`src/rtl/pipeline_hazard_controller_pkg.sv`:
```
// Shared state encoding and control-word constants for the TSC pipeline hazard controller.
package pipeline_hazard_controller_pkg;

  typedef enum logic [1:0] {
    HZ_RUN      = 2'd0,
    HZ_MEM_WAIT = 2'd1,
    HZ_HALTED   = 2'd2,
    HZ_FAULT    = 2'd3
  } hz_state_e;

  typedef struct packed {
    logic pc_write;
    logic ifid_write;
    logic ifid_flush;
    logic idex_write;
    logic idex_bubble;
    logic exmem_write;
    logic memwb_bubble;
  } hz_ctrl_t;

  localparam hz_ctrl_t CTRL_RUN     = 7'b1101010;
  localparam hz_ctrl_t CTRL_DRAIN   = 7'b0010101;  // reset and HLT retire
  localparam hz_ctrl_t CTRL_FREEZE  = 7'b0000001;  // memory wait, HALTED, FAULT
  localparam hz_ctrl_t CTRL_BRANCH  = 7'b1111110;
  localparam hz_ctrl_t CTRL_LOADUSE = 7'b0001110;
  localparam hz_ctrl_t CTRL_JUMP    = 7'b1111010;

  // Advancing-pipeline decode: branch beats load-use beats jump.
  function automatic hz_ctrl_t hz_advance(input logic branch, input logic load_use,
                                          input logic jump);
    hz_ctrl_t c;
    if (branch)        c = CTRL_BRANCH;
    else if (load_use) c = CTRL_LOADUSE;
    else if (jump)     c = CTRL_JUMP;
    else               c = CTRL_RUN;
    return c;
  endfunction

endpackage

```
`src/rtl/pipeline_hazard_controller_load_use.sv`:
```
// Load-use detector: ID source operands against the destination of a load sitting in EX.
module load_use_detector #(
  parameter int REG_ADDR_W = 2
) (
  input  logic                  id_rs_used,
  input  logic [REG_ADDR_W-1:0] id_rs,
  input  logic                  id_rt_used,
  input  logic [REG_ADDR_W-1:0] id_rt,
  input  logic                  ex_mem_read,
  input  logic                  ex_reg_write,
  input  logic [REG_ADDR_W-1:0] ex_rd,
  output logic                  load_use
);

  assign load_use = ex_mem_read & ex_reg_write &
                    ((id_rs_used & (id_rs == ex_rd)) | (id_rt_used & (id_rt == ex_rd)));

endmodule

```
`src/rtl/pipeline_hazard_controller.sv`:
```
// Stall/flush sequencer for the 5-stage TSC pipeline; RUN/MEM_WAIT/HALTED/FAULT FSM.
// Optional perf counters are built only when HAZARD_PERF_CNT_EN is defined.
module pipeline_hazard_controller
  import pipeline_hazard_controller_pkg::*;
#(
  parameter int REG_ADDR_W  = 2,
  parameter int WAIT_CNT_W  = 4,
  parameter int MEM_TIMEOUT = 15,
  parameter int CNT_W       = 16
) (
  input  logic                  clk,
  input  logic                  reset,
  input  logic                  id_rs_used,
  input  logic [REG_ADDR_W-1:0] id_rs,
  input  logic                  id_rt_used,
  input  logic [REG_ADDR_W-1:0] id_rt,
  input  logic                  id_jump,
  input  logic                  ex_mem_read,
  input  logic                  ex_reg_write,
  input  logic [REG_ADDR_W-1:0] ex_rd,
  input  logic                  ex_branch_taken,
  input  logic                  mem_req,
  input  logic                  mem_ready,
  input  logic                  wb_halt,
  output logic                  pc_write,
  output logic                  ifid_write,
  output logic                  ifid_flush,
  output logic                  idex_write,
  output logic                  idex_bubble,
  output logic                  exmem_write,
  output logic                  memwb_bubble,
  output logic                  halted,
  output logic                  fault,
  output logic [CNT_W-1:0]      stall_cycles,
  output logic [CNT_W-1:0]      flush_count
);

  hz_state_e             state_q, state_d;
  logic [WAIT_CNT_W-1:0] wait_cnt_q, wait_cnt_d;
  hz_ctrl_t              ctrl;
  logic                  load_use;

  load_use_detector #(.REG_ADDR_W(REG_ADDR_W)) u_load_use (
    .id_rs_used  (id_rs_used),
    .id_rs       (id_rs),
    .id_rt_used  (id_rt_used),
    .id_rt       (id_rt),
    .ex_mem_read (ex_mem_read),
    .ex_reg_write(ex_reg_write),
    .ex_rd       (ex_rd),
    .load_use    (load_use)
  );

  always_comb begin
    state_d    = state_q;
    wait_cnt_d = wait_cnt_q;
    ctrl       = CTRL_FREEZE;
    case (state_q)
      HZ_RUN: begin
        if (wb_halt) begin
          ctrl    = CTRL_DRAIN;
          state_d = HZ_HALTED;
        end else if (mem_req & ~mem_ready) begin
          ctrl       = CTRL_FREEZE;
          state_d    = HZ_MEM_WAIT;
          wait_cnt_d = WAIT_CNT_W'(1);
        end else begin
          ctrl = hz_advance(ex_branch_taken, load_use, id_jump);
        end
      end
      HZ_MEM_WAIT: begin
        if (mem_ready) begin
          ctrl       = hz_advance(ex_branch_taken, load_use, id_jump);
          state_d    = HZ_RUN;
          wait_cnt_d = '0;
        end else if (wait_cnt_q == WAIT_CNT_W'(MEM_TIMEOUT)) begin
          state_d = HZ_FAULT;
        end else begin
          wait_cnt_d = wait_cnt_q + 1'b1;
        end
      end
      default: ctrl = CTRL_FREEZE;
    endcase
    // Reset is seen combinationally so the pipeline drains while it is held.
    if (reset) ctrl = CTRL_DRAIN;
  end

  always_ff @(posedge clk or posedge reset) begin
    if (reset) begin
      state_q    <= HZ_RUN;
      wait_cnt_q <= '0;
    end else begin
      state_q    <= state_d;
      wait_cnt_q <= wait_cnt_d;
    end
  end

  assign pc_write     = ctrl.pc_write;
  assign ifid_write   = ctrl.ifid_write;
  assign ifid_flush   = ctrl.ifid_flush;
  assign idex_write   = ctrl.idex_write;
  assign idex_bubble  = ctrl.idex_bubble;
  assign exmem_write  = ctrl.exmem_write;
  assign memwb_bubble = ctrl.memwb_bubble;
  assign halted       = (state_q == HZ_HALTED);
  assign fault        = (state_q == HZ_FAULT);

`ifdef HAZARD_PERF_CNT_EN
  logic [CNT_W-1:0] stall_q, flush_q;
  logic             active;

  assign active = (state_q == HZ_RUN) | (state_q == HZ_MEM_WAIT);

  always_ff @(posedge clk or posedge reset) begin
    if (reset) begin
      stall_q <= '0;
      flush_q <= '0;
    end else begin
      if (active & ~ctrl.pc_write & ~&stall_q) stall_q <= stall_q + 1'b1;
      if (active & ctrl.ifid_flush & ~&flush_q) flush_q <= flush_q + 1'b1;
    end
  end

  assign stall_cycles = stall_q;
  assign flush_count  = flush_q;
`else
  assign stall_cycles = '0;
  assign flush_count  = '0;
`endif

endmodule

```
`config.mk`:
```
export PLATFORM = sky130hd
export DESIGN_NAME = pipeline_hazard_controller
export DESIGN_NICKNAME = d
export VERILOG_FILES = /design/src/rtl/pipeline_hazard_controller_pkg.sv /design/src/rtl/pipeline_hazard_controller_load_use.sv /design/src/rtl/pipeline_hazard_controller.sv
export SDC_FILE = /design/constraint.sdc
export NUM_CORES = 1
export LEC_CHECK = 0
export CORE_ASPECT_RATIO = 0.6
export CORE_MARGIN = 1
export CORE_UTILIZATION = 34
export DETAILED_ROUTE_END_ITERATION = 8
export GPL_TIMING_DRIVEN = 0
export PLACE_DENSITY = 0.91
export SETUP_SLACK_MARGIN = 0.2
export SLEW_MARGIN = 20
export SYNTH_ARGS = -nofsm -noshare
export SYNTH_HDL_FRONTEND = slang
export SYNTH_SLANG_ARGS = --single-unit
```
`constraint.sdc`:
```
create_clock -name clk -period 2 [get_ports clk]
set_input_delay 0.4 -clock clk [delete_from_list [all_inputs] [get_ports clk]]
set_output_delay 0.4 -clock clk [all_outputs]
set_load 0.05 [all_outputs]
```
[After elaboration in Yosys (flattened, before gate mapping)]
Cells that the tools add are included.
Word-level totals
  logic and storage cells: 43
  input bits: 17
  flip-flop bits (word level): 6
  output and inout port bits: 41
Cells by class
  multiplexer cells: 18
  add/sub/neg operators: 1
  bitwise gates (word level): 7
  equal/unequal tests: 11
  reductions and logical operators: 4
Operators with widths (count)
  7-bit two-way mux: 6
  4-bit two-way mux: 4
  7-bit case mux with 2 select lines: 1
  3-bit inequality test (second input constant): 3
  2-bit two-way mux: 4
  4-bit case mux with 2 select lines: 1
  1-bit AND: 5
  5-bit two-way mux: 1
  4-bit by 1-bit adder with 4-bit output (second input constant): 1
  2-bit equality test: 2
  2-bit equality test (second input constant): 2
  4-bit equality test (second input constant): 1
  2-bit inequality test (second input constant): 2
  2-bit case mux with 2 select lines: 1
  4-bit AND reduction: 1
  3-bit AND reduction: 1
  2-bit by 1-bit equality test with 1-bit output (second input constant): 1
  2-bit zero test: 1
  2-bit nonzero test: 1
  1-bit inverter: 1
  1-bit OR: 1

[Depth between registers and ports, before layout]
  depth after elaboration: 10
  gate-level depth with buffers: 6
  gate-level depth less buffers: 5

[Cells and area by module]
Synthesis repeated with hierarchy kept, for this count alone.
Unflattened totals
  cell total of the unflattened synthesis: 95
  area, all modules: 737.0 sq um
By module, submodules not included
  pipeline_hazard_controller: times used 1, seq. area each 150.1 sq um, area each 683.2 sq um, cells an instance 88
  load_use_detector: times used 1, seq. area each 0.0 sq um, area each 53.8 sq um, cells an instance 7

[Least setup slack after synthesis]
OpenSTA, ideal clock, no wires.
  path type: flip-flop to output port
  start point: register state_q[0]
  end point: output port pc_write
  arrival time: 1.923 ns
  path buffers: 2
  cell stages (with the launch flop): 7
  setup slack: -0.323 ns
  data required time: 1.600 ns
  cell sequence: dfrtp_1 > buf_6 > inv_1 > a21oi_1 > o211a_1 > o21a_1 > buf_4
On the way
  cells in the longest elaborated chain, start to end: 3
  elaborated cells on any way between the ends: 4
  classes of those cells: 1 x eq/ne; 2 x mux; 1 x reduce/logical
RTL lines
  start, declared: RTL line pipeline_hazard_controller.sv:38  | hz_state_e state_q, state_d;
  start signal, assigned: RTL line pipeline_hazard_controller.sv:93  | state_q <= state_d;
  2-bit by 1-bit equality test with 1-bit output or 2-bit zero test (tied branches): RTL line pipeline_hazard_controller.sv:58  | case (state_q)
  7-bit case mux with 2 select lines (*): RTL line pipeline_hazard_controller.sv:58
  7-bit two-way mux (*): RTL line pipeline_hazard_controller.sv:85  | if (reset) ctrl = CTRL_DRAIN;
  end, declared: RTL line pipeline_hazard_controller.sv:25  | output logic pc_write,
Mark *: on every way between the ends. The rest lies on a longest branch, timed or not.

[Worst setup path after layout]
  start point: input port id_rs_used
  end point: output port ifid_flush
On the way
  cells in the longest elaborated chain, start to end: 9
  elaborated cells on any way between the ends: 10
  classes of those cells: 7 x mux; 3 x bitwise
RTL lines
  start, declared: RTL line pipeline_hazard_controller.sv:13  | input logic id_rs_used,
  1-bit AND (*): RTL line pipeline_hazard_controller_load_use.sv:16  | ((id_rs_used & (id_rs == ex_rd)) | (id_rt_used & (id_rt == ex_rd)));
  1-bit OR (*): RTL line pipeline_hazard_controller_load_use.sv:16
  1-bit AND (*): RTL line pipeline_hazard_controller_load_use.sv:15  | assign load_use = ex_mem_read & ex_reg_write &
  7-bit two-way mux (*): RTL line pipeline_hazard_controller_pkg.sv:33  | else if (load_use) c = CTRL_LOADUSE;
  7-bit two-way mux (*): RTL line pipeline_hazard_controller_pkg.sv:32  | if (branch) c = CTRL_BRANCH;
  7-bit two-way mux: RTL line pipeline_hazard_controller.sv:63  | end else if (mem_req & ~mem_ready) begin
  7-bit two-way mux: RTL line pipeline_hazard_controller.sv:60  | if (wb_halt) begin
  7-bit case mux with 2 select lines (*): RTL line pipeline_hazard_controller.sv:58
  7-bit two-way mux (*): RTL line pipeline_hazard_controller.sv:85
  end, declared: RTL line pipeline_hazard_controller.sv:27  | output logic ifid_flush,
Marked as above.

==> metrics <==
clk slew on worst S/H paths=0.03 ns; Layout area overhead=92.69%; max capacitance violation total=0; CP dominant cell by count=nor4_4; core area=0.001982 mm2; crit start category=input pin; Worst Setup SP=id_rs_used; Die X=63.47 um; busiest grt layer=met2; via count=869; cells after synthesis=97; TritonCTS Buffers=3; RSZ-0062 raised after global routing=yes; root buf cell=clkbuf_8; average vias per placed instance=4.574; Simple-Gate Fraction of Synth Area=24.35%; synthesized area per cell=7.946 um2; Unique masters post-synth=32; Clk Latency, worst-skew pair=0.23 ns; crit path time final=2.038 ns; worst vdd ir=0.3098 mV; max incr delay on CP=0.35 ns; initial core utilization=38.89%; antenna cells=0; clock sinks=6; mux cell area share after synthesis=1.461%; io pins=58; run status=finished with violations; worst min path class=input pin to asynchronous set/reset pin; met1 usage=22.15%; htree depth=1; critical setup path kind=input pin to primary output; Longest Clk Path Bufs=2; hold_buf cts=0; Reg2Reg Depth=6; Crit path arrival time=1.64 ns; Antenna Nets Post-Route=0; wirelength, routed=2676 um; post-route cell area=0.001485 mm2; Final period util=101.9%; drt drc=0; Slew Limit Fails=0; CP max stage cell=a311o_2; initial antenna violation count=0; commonest cells after routing, fill and taps aside=37 x buf_4, 32 x conb_1, 8 x buf_8; Remaining Overflow, GRT=0; Post-Synth Adder-Cell Area=1.623%; largest net degree at the start of global routing=11; register area share after synthesis=19.48%; register area=151.4 um2; CP endpoint kind=primary output; Worst R2R Start=state_q[0]; first-pass iteration count of the detailed router=4; Rows=12; slack of the critical path=-0.03775 ns; setup slack, reg-to-reg=0.21 ns; final setup fails=2; largest family of logic cells by synthesized area=buffers and inverters; commonest non-fill, non-tap cell in the layout=buf_4; Final nets=182; violated checks=setup timing; CTS tree=built; reg2reg end=wait_cnt_q[3]; Syn Std Cell Area=770.7 um2; xor/xnor share of the synthesized area=2.273%; DP Area=0.001214 mm2; CP endpoint=ifid_flush; f_max=490.7 MHz; skew final=0.0002970 ns; final core area utilization=74.94%; layout cells sized above 1=57.41%; crit path max fanout=3; HPWL after DPL=1718 um; pre-CTS setup slack=-1.189 ns; crit-path cells=clkdlybuf4s15_2 -> nand3_4 -> nor4_4 -> nor4_4 -> a311o_2 -> buf_8; Synth Register Bits=6; Die Span Y=38.88 um; RePlAce Congestion=0.8306; Avg WL per Cell=14.08 um; first-pass GRT wire length=3539 um; DIE AREA=0.002468 mm2; Fin. Hold Viols=0; multi-input logic area=651.9 um2; vias in the first global route=734; GR Util met3=5.882%; Worst Path Required=1.60 ns; Fill cells=126; aggregate global-route resource usage=20.00%; PD cells=499.4 mW/mm2; YS warnings=0; Compound-Gate Fraction of Synth Area=13.80%; Static Leak=0.0007252 uW; met2 Track Usage GR=37.77%; Port Buffers=25; drt initial violations=55
## metrics by stage
stage / total power, uW / std cells / hold slack (ns) / TNS [ns]
2_1_floorplan: 426.9 / 128 / 0.1993 / 0
3_3_place_gp: 494.2 / 181 / 0.5263 / -6.335
3_5_place_dp: 502.2 / 181 / 0.5498 / -6.888
4_1_cts: 697.7 / 186 / 0.3489 / -0.04788
5_1_grt: 774.2 / 190 / 0.3886 / -0.1788
6_report: 741.7 / 190 / 0.3759 / -0.05497
## power breakdown
| part | switching (uW) | internal, uW |
|---|---|---|
| Combinational | 276 | 141 |
| Sequential | 9.75 | 133 |
| Clock | 53.1 | 129 |
| Total | 338 | 403 |
## state kept, by name (all words and copies together) (netlist names)
register    flops
wait_cnt_q      4
state_q         2
## per-layer routing
layer,share of wire (%),routed length [um],vias up
li1,-,-,399
met1,36,972,400
met2,52,1383,59
met3,8.9,239,11
met4,3.0,81,0
met5,0,0,-
## worst min-delay path by stage
stage,end,start,cells after the start
after global placement,wait_cnt_q[1],wait_cnt_q[1],2
final,state_q[1],reset,3
after floorplan,state_q[0],reset,1
after global routing,wait_cnt_q[0],reset,3
after CTS,state_q[1],reset,3
after detailed placement,wait_cnt_q[1],wait_cnt_q[1],2
## what timing repair did
| action | 4_1_cts | 5_1_grt |
|---|---|---|
| buffers inserted | 2 | 4 |
| pin swaps | 13 | 11 |
| resized for setup | 122 | 28 |
| setup endpoints to repair | 11 | 9 |
## cell families (layout without fill, tap and decap cells)
kind of cell,Yosys count,in the layout
compound gates,16,16
mux,1,1
flops,6,6
xor+xnor,2,2
simple gates,31,31
buf+inv,39,73
other cells,1,32
fa+ha+maj,1,1
## cell usage after synthesis
| cell | count | area (um2) |
|---|---|---|
| a21oi_1 | 5 | 25.02 |
| nor2_1 | 8 | 30.03 |
| nand2b_1 | 3 | 18.77 |
| o211a_1 | 1 | 10.01 |
| or4_1 | 1 | 7.510 |
| nor4b_4 | 1 | 23.77 |
| o31ai_1 | 1 | 7.510 |
| o21ai_0 | 4 | 20.02 |
| a21oi_2 | 1 | 8.760 |
| ha_1 | 1 | 12.51 |
| nor2b_1 | 1 | 6.260 |
| mux2_2 | 1 | 11.26 |
| nand2_1 | 2 | 7.510 |
| and2b_2 | 1 | 8.760 |
| nand4b_1 | 1 | 8.760 |
| xor2_1 | 2 | 17.52 |
| buf_4 | 34 | 255.2 |
| conb_1 | 1 | 3.750 |
| dfrtp_1 | 6 | 150.1 |
| inv_1 | 3 | 11.26 |
| o21a_1 | 1 | 7.510 |
| nor3b_1 | 1 | 7.510 |
| clkbuf_1 | 1 | 3.750 |
| a311o_1 | 1 | 10.01 |
| nand3_1 | 3 | 15.01 |
| or3_2 | 1 | 7.510 |
| nor3_1 | 4 | 20.02 |
| a2bb2oi_1 | 1 | 8.760 |
| buf_6 | 1 | 11.26 |
| and2_2 | 1 | 7.510 |
| o41ai_1 | 1 | 8.760 |
| nor4_1 | 3 | 18.77 |
## worst max-delay path, delay by kind of cell
kind | cells | cell delay (ns)
AO/OA/AOI/OAI | 1 | 0.35
buffers and inverters | 2 | 0.36
AND/OR/NAND/NOR | 3 | 0.53
## cell type report
type                       count  area share [%]
timing repair buffer          31           20.64
tap                           28           2.359
multi-input combinational     83           43.89
clock buffer                   3           2.780
inverter                       3           1.179
buffer                        36           18.96
sequential                     6           10.19
No activity file was read; power rests on OpenSTA's default activity.
